## src/rtl/ps2_host_tx.sv

```systemverilog
// rtl/ps2_host_tx.sv - PS/2 host-to-device command transmitter driving open-drain enables
// Sends one byte as start/8 data/odd parity/stop, then checks the device ACK under a global timeout.
module ps2_host_tx #(
  parameter int CLK_LOW_CYCLES    = 6000,
  parameter int DATA_SETUP_CYCLES = 100,
  parameter int TIMEOUT_CYCLES    = 1000000,
  parameter int FILTER_LEN        = 8
) (
  input  logic       clk,
  input  logic       reset,
  input  logic [7:0] din,
  input  logic       wr_ps2,
  input  logic       ps2c_in,
  input  logic       ps2d_in,
  output logic       ps2c_oe,
  output logic       ps2d_oe,
  output logic       tx_idle,
  output logic       tx_done_tick,
  output logic       tx_err_tick
);

  localparam int DMAX = (CLK_LOW_CYCLES > DATA_SETUP_CYCLES) ? CLK_LOW_CYCLES : DATA_SETUP_CYCLES;
  localparam int DW   = $clog2(DMAX + 1);
  localparam int TW   = $clog2(TIMEOUT_CYCLES + 1);
  localparam int FW   = $clog2(FILTER_LEN + 1);

  localparam logic [DW-1:0] RTS_LAST   = DW'(CLK_LOW_CYCLES - 1);
  localparam logic [DW-1:0] SETUP_LAST = DW'(DATA_SETUP_CYCLES - 1);
  localparam logic [TW-1:0] TMO_LAST   = TW'(TIMEOUT_CYCLES - 1);
  localparam logic [FW-1:0] FILT_LAST  = FW'(FILTER_LEN - 1);

  typedef enum logic [2:0] {
    S_IDLE,
    S_RTS,
    S_START,
    S_SEND,
    S_ACK,
    S_RELEASE
  } state_t;

  // Line conditioning: both lines synchronized, clock additionally debounced.
  logic [1:0]    c_sync_q, d_sync_q;
  logic          c_s, d_s;
  logic          filt_q, filt_d;
  logic [FW-1:0] fcnt_q, fcnt_d;
  logic          fall_q, fall_d;

  assign c_s = c_sync_q[1];
  assign d_s = d_sync_q[1];

  always_comb begin
    filt_d = filt_q;
    fcnt_d = '0;
    fall_d = 1'b0;
    if (c_s != filt_q) begin
      if (fcnt_q == FILT_LAST) begin
        filt_d = c_s;
        fall_d = ~c_s;
      end else begin
        fcnt_d = fcnt_q + FW'(1);
      end
    end
  end

  always_ff @(posedge clk) begin
    if (!reset) begin
      c_sync_q <= 2'b11;
      d_sync_q <= 2'b11;
      filt_q   <= 1'b1;
      fcnt_q   <= '0;
      fall_q   <= 1'b0;
    end else begin
      c_sync_q <= {c_sync_q[0], ps2c_in};
      d_sync_q <= {d_sync_q[0], ps2d_in};
      filt_q   <= filt_d;
      fcnt_q   <= fcnt_d;
      fall_q   <= fall_d;
    end
  end

  state_t        state_q, state_d;
  logic [DW-1:0] dcnt_q, dcnt_d;
  logic [TW-1:0] tmo_q, tmo_d;
  logic [3:0]    bits_q, bits_d;
  logic [9:0]    frame_q, frame_d;
  logic          pc_q, pc_d, pd_q, pd_d;
  logic          idle_q, idle_d, done_q, done_d, err_q, err_d;
  logic          in_window;

  assign in_window = (state_q == S_SEND) || (state_q == S_ACK) || (state_q == S_RELEASE);

  always_comb begin
    state_d = state_q;
    dcnt_d  = dcnt_q;
    tmo_d   = tmo_q;
    bits_d  = bits_q;
    frame_d = frame_q;
    pc_d    = pc_q;
    pd_d    = pd_q;
    idle_d  = idle_q;
    done_d  = 1'b0;
    err_d   = 1'b0;
    if (in_window) begin
      tmo_d = tmo_q + TW'(1);
    end
    case (state_q)
      S_IDLE: begin
        if (wr_ps2) begin
          state_d = S_RTS;
          frame_d = {1'b1, ~^din, din};
          bits_d  = '0;
          dcnt_d  = '0;
          pc_d    = 1'b1;
          pd_d    = 1'b0;
          idle_d  = 1'b0;
        end
      end
      S_RTS: begin
        if (dcnt_q == RTS_LAST) begin
          state_d = S_START;
          dcnt_d  = '0;
          pd_d    = 1'b1;
        end else begin
          dcnt_d = dcnt_q + DW'(1);
        end
      end
      S_START: begin
        if (dcnt_q == SETUP_LAST) begin
          state_d = S_SEND;
          pc_d    = 1'b0;
          tmo_d   = '0;
        end else begin
          dcnt_d = dcnt_q + DW'(1);
        end
      end
      S_SEND: begin
        if (fall_q) begin
          pd_d    = ~frame_q[0];
          frame_d = {1'b0, frame_q[9:1]};
          bits_d  = bits_q + 4'd1;
          if (bits_q == 4'd9) begin
            state_d = S_ACK;
          end
        end
      end
      S_ACK: begin
        if (fall_q) begin
          if (!d_s) begin
            state_d = S_RELEASE;
          end else begin
            state_d = S_IDLE;
            idle_d  = 1'b1;
            err_d   = 1'b1;
          end
        end
      end
      S_RELEASE: begin
        if (filt_q && d_s) begin
          state_d = S_IDLE;
          idle_d  = 1'b1;
          done_d  = 1'b1;
        end
      end
      default: begin
        state_d = S_IDLE;
        pc_d    = 1'b0;
        pd_d    = 1'b0;
        idle_d  = 1'b1;
      end
    endcase
    // Timeout wins over any same-cycle clock edge or ACK decision.
    if (in_window && (tmo_q == TMO_LAST)) begin
      state_d = S_IDLE;
      pc_d    = 1'b0;
      pd_d    = 1'b0;
      idle_d  = 1'b1;
      done_d  = 1'b0;
      err_d   = 1'b1;
    end
  end

  always_ff @(posedge clk) begin
    if (!reset) begin
      state_q <= S_IDLE;
      dcnt_q  <= '0;
      tmo_q   <= '0;
      bits_q  <= '0;
      frame_q <= '0;
      pc_q    <= 1'b0;
      pd_q    <= 1'b0;
      idle_q  <= 1'b1;
      done_q  <= 1'b0;
      err_q   <= 1'b0;
    end else begin
      state_q <= state_d;
      dcnt_q  <= dcnt_d;
      tmo_q   <= tmo_d;
      bits_q  <= bits_d;
      frame_q <= frame_d;
      pc_q    <= pc_d;
      pd_q    <= pd_d;
      idle_q  <= idle_d;
      done_q  <= done_d;
      err_q   <= err_d;
    end
  end

  assign ps2c_oe      = pc_q;
  assign ps2d_oe      = pd_q;
  assign tx_idle      = idle_q;
  assign tx_done_tick = done_q;
  assign tx_err_tick  = err_q;

endmodule

```

## config.mk

```make
export PLATFORM = sky130hd
export DESIGN_NAME = ps2_host_tx
export DESIGN_NICKNAME = d
export VERILOG_FILES = /design/src/rtl/ps2_host_tx.sv
export SDC_FILE = /design/constraint.sdc
export NUM_CORES = 1
export LEC_CHECK = 0
export ABC_AREA = 1
export CORE_MARGIN = 8
export CORE_UTILIZATION = 30
export DETAILED_ROUTE_END_ITERATION = 16
export PLACE_DENSITY = 0.57
export SYNTH_ARGS = -nofsm -noshare
export SYNTH_HDL_FRONTEND = slang
export SYNTH_SLANG_ARGS = --single-unit
```

## constraint.sdc

```tcl
create_clock -name clk -period 3.5 [get_ports clk]
set_input_delay 0.7 -clock clk [delete_from_list [all_inputs] [get_ports clk]]
set_output_delay 0.7 -clock clk [all_outputs]
set_load 0.03 [all_outputs]
```

==> results.md <==
* Crit-path max cell delay at 0.83 ns
* Routed Antenna Nets at 0
* Die W at 123 um
* Worst-Margin Slew at 0.576 ns
* Residual DRC at 0
* Setup CP Type: in -> reg
* Count leader, synth: nand2_1
* CP arrival at 2.55 ns
* Hold_buf cts at 0
* Synth Register Bits at 65
* Kind of end point of the critical path: flip-flop
* Detailed Place HPWL at 5870 um
* Post-route minimum period at 2.31 ns
* Clock transition at the registers of the reported paths at 0.05 ns
* Synth top area share at 37.7%
* Setup repair after global routing missed its margin: false
* Port Buffers at 17
* YS warnings at 0
* Detailed Routing Iterations Pass 1 at 4
* Pwr dens at 602 nW/um2
* Critical path's slowest cell: clkdlybuf4s50_1
* Synth async-reset ratio at 0%
* Layout Area Growth over Synthesis at 17.8%
* Post-layout util at 35.9%
* Largest net degree at the start of global routing at 25
* Routed len/inst at 11.2 um
* Syn Inst Count at 517
* F_max at 434 MHz
* Row count at 39
* Final hold vios at 0
* Setup Slack @ Placement at 0.831 ns
* GP Congestion at 0.877
* Clock sinks at 65
* Peak supply drop at 0.244 mV
* Die area at 15200 um2
* Antenna violations before repair at 0
* Crit path cell chain: clkdlybuf4s50_1, inv_1, nor2_2, a21boi_0
* Ys flop type: dfxtp_1
* Worst slew margin at 61.5%
* Fill cells at 1203
* Syn_nets at 535
* Diodes inserted at 0
* IO Pins at 18
* Nets@finish at 557
* CTS tree: yes
* Register area at 1300 um2
* Cell variety after synth at 35
* Final setup margin at 1.19 ns
* Chip height at 123 um
* Slew Viols, Final at 0
* Mapped cell area at 3450 um2
* Global-route wire length before repair at 13500 um
* Status: finished clean
* CP Data Required Time at 3.75 ns
* Multi-input logic area at 1870 um2
* Share of post-route cells with drive strength above 1 at 8.27%
* Setup violators final at 0
* Avg Synthesized Cell Area at 6.67 um2
* Total CTS buffers at 9
* Sequential-to-total area share from yosys stat at 37.7%
* # resized after CTS at 0
* Post-synth top cells: nand2_1 (139), nor2_1 (77), dfxtp_1 (65)
* CP max FO at 16
* Via/cell ratio at 4.66
* EDFF count, synth at 0
* GRT Overall Usage at 11.0%
* # Post-CTS Setup Buffers at 0
* Root buffer cell: clkbuf_16
* Initial Utilization at 30.5%
* Layout Skew at 0.00420 ns
* CTS Buffer Depth at 2
* Max cap viols at 0
* Global route overflow at 0
* Total number of vias at 3203
* Worst hold-check path type: reg -> reg
* Core area at 11300 um2
* H-tree levels at 3
* Clk_lat worst skew at 0.33 ns
* Final period util at 65.9%
* Vias in the first global route at 3023
* CP Launch Type: input port
* Setup TNS at 0 ns
* Ranking of synthesized cells by area: dfxtp_1 (38%), nand2_1 (15%), nor2_1 (8.4%), inv_1 (6.3%), nand3_1 (4.6%)
* Drt total wl at 7680 um
* P_leak at 1.71 nW
* Initial drt markers at 208
* Synth area leader: dfxtp_1
==> path summary, 6_finish.rpt <==
| path | cells past startpoint | slack [ns] | from | end |
|---|---|---|---|---|
| worst min-delay path | 1 | 0.41 | d_sync_q[0] | d_sync_q[1] |
| worst max register to register | 9 | 1.70 | state_q[1] | tmo_q[14] |
| worst max-delay path | 4 | 1.19 | reset | ps2c_oe |
| worst min register to register | 1 | 0.41 | d_sync_q[0] | d_sync_q[1] |
==> cells by family (layout without fill, tap and decap cells) <==
kind of cell               count (synthesis)  in the layout  synth area share, %
xor gates and xnor gates                  13             13                 3.30
buffers and inverters                     70             97                 8.02
adders and majority gates                  5              5                 1.81
DFF                                       65             65                 37.7
AOI/OAI and AO/OA                         70             70                 11.5
and+or+nand+nor                          294            294                 37.6
==> routing by layer <==
layer  up-vias  wire length (um)  track usage, %
li1       1707                 -               -
met1      1432              3690            13.0
met2        52              3590            18.5
met3        12               248            2.33
met4         0               159            5.72
met5         -                 0               0
==> cell usage in the layout (no fill, tap or decap), types with 5 or more instances in the layout <==
| master | Yosys | routed |
|---|---|---|
| dfxtp_1 | 65 | 65 |
| nor2_1 | 77 | 77 |
| a21oi_1 | 31 | 31 |
| a31oi_1 | 10 | 10 |
| nand2_1 | 139 | 139 |
| o21ai_0 | 17 | 17 |
| nor3_1 | 10 | 10 |
| nand3_1 | 32 | 32 |
| clkbuf_16 | 0 | 9 |
| clkdlybuf4s50_1 | 0 | 17 |
| inv_1 | 58 | 58 |
| xnor2_1 | 5 | 5 |
| or2_2 | 7 | 7 |
| inv_2 | 5 | 5 |
| ha_1 | 5 | 5 |
| nand4_1 | 12 | 12 |
| xor2_1 | 8 | 8 |
==> worst max-delay path, delay by kind of cell <==
kind | cells | cell delay, ns
AND/OR/NAND/NOR | 1 | 0.37
buffers and inverters | 2 | 1.26
AO/OA/AOI/OAI | 1 | 0.21
==> power by group <==
part	leakage, nW	total (mW)	switching, mW	internal, mW
Combinational	1.04	0.676	0.466	0.210
Clock	0.148	0.879	0.315	0.564
Sequential	0.529	0.892	0.0706	0.821
==> sequential cells by signal (all words and copies together), names as in the netlist, 2 cells and up <==
| signal | cells |
|---|---|
| tmo_q | 20 |
| state_q | 3 |
| frame_q | 10 |
| c_sync_q | 2 |
| d_sync_q | 2 |
| bits_q | 4 |
| fcnt_q | 4 |
| dcnt_q | 13 |
==> layout make-up <==
class / count / share of cell area, %
Multi-Input combinational cell: 382 / 46.1
Sequential cell: 65 / 32.0
Clock buffer: 10 / 5.88
Inverter: 63 / 5.82
Tap cell: 143 / 4.40
Timing Repair Buffer: 18 / 4.37
Clock inverter: 6 / 1.42
==> metrics by stage <==
step	total power [mW]	std cells	instance area (um2)	hold slack, ns
3_5_place_dp	1.59	671	3770	0.402
4_1_cts	2.48	687	4060	0.419
3_3_place_gp	1.58	671	3770	0.398
6_report	2.45	687	4060	0.413
2_1_floorplan	1.41	517	3450	0.393
5_1_grt	2.61	687	4060	0.429
No activity file was read; power rests on OpenSTA's default activity.
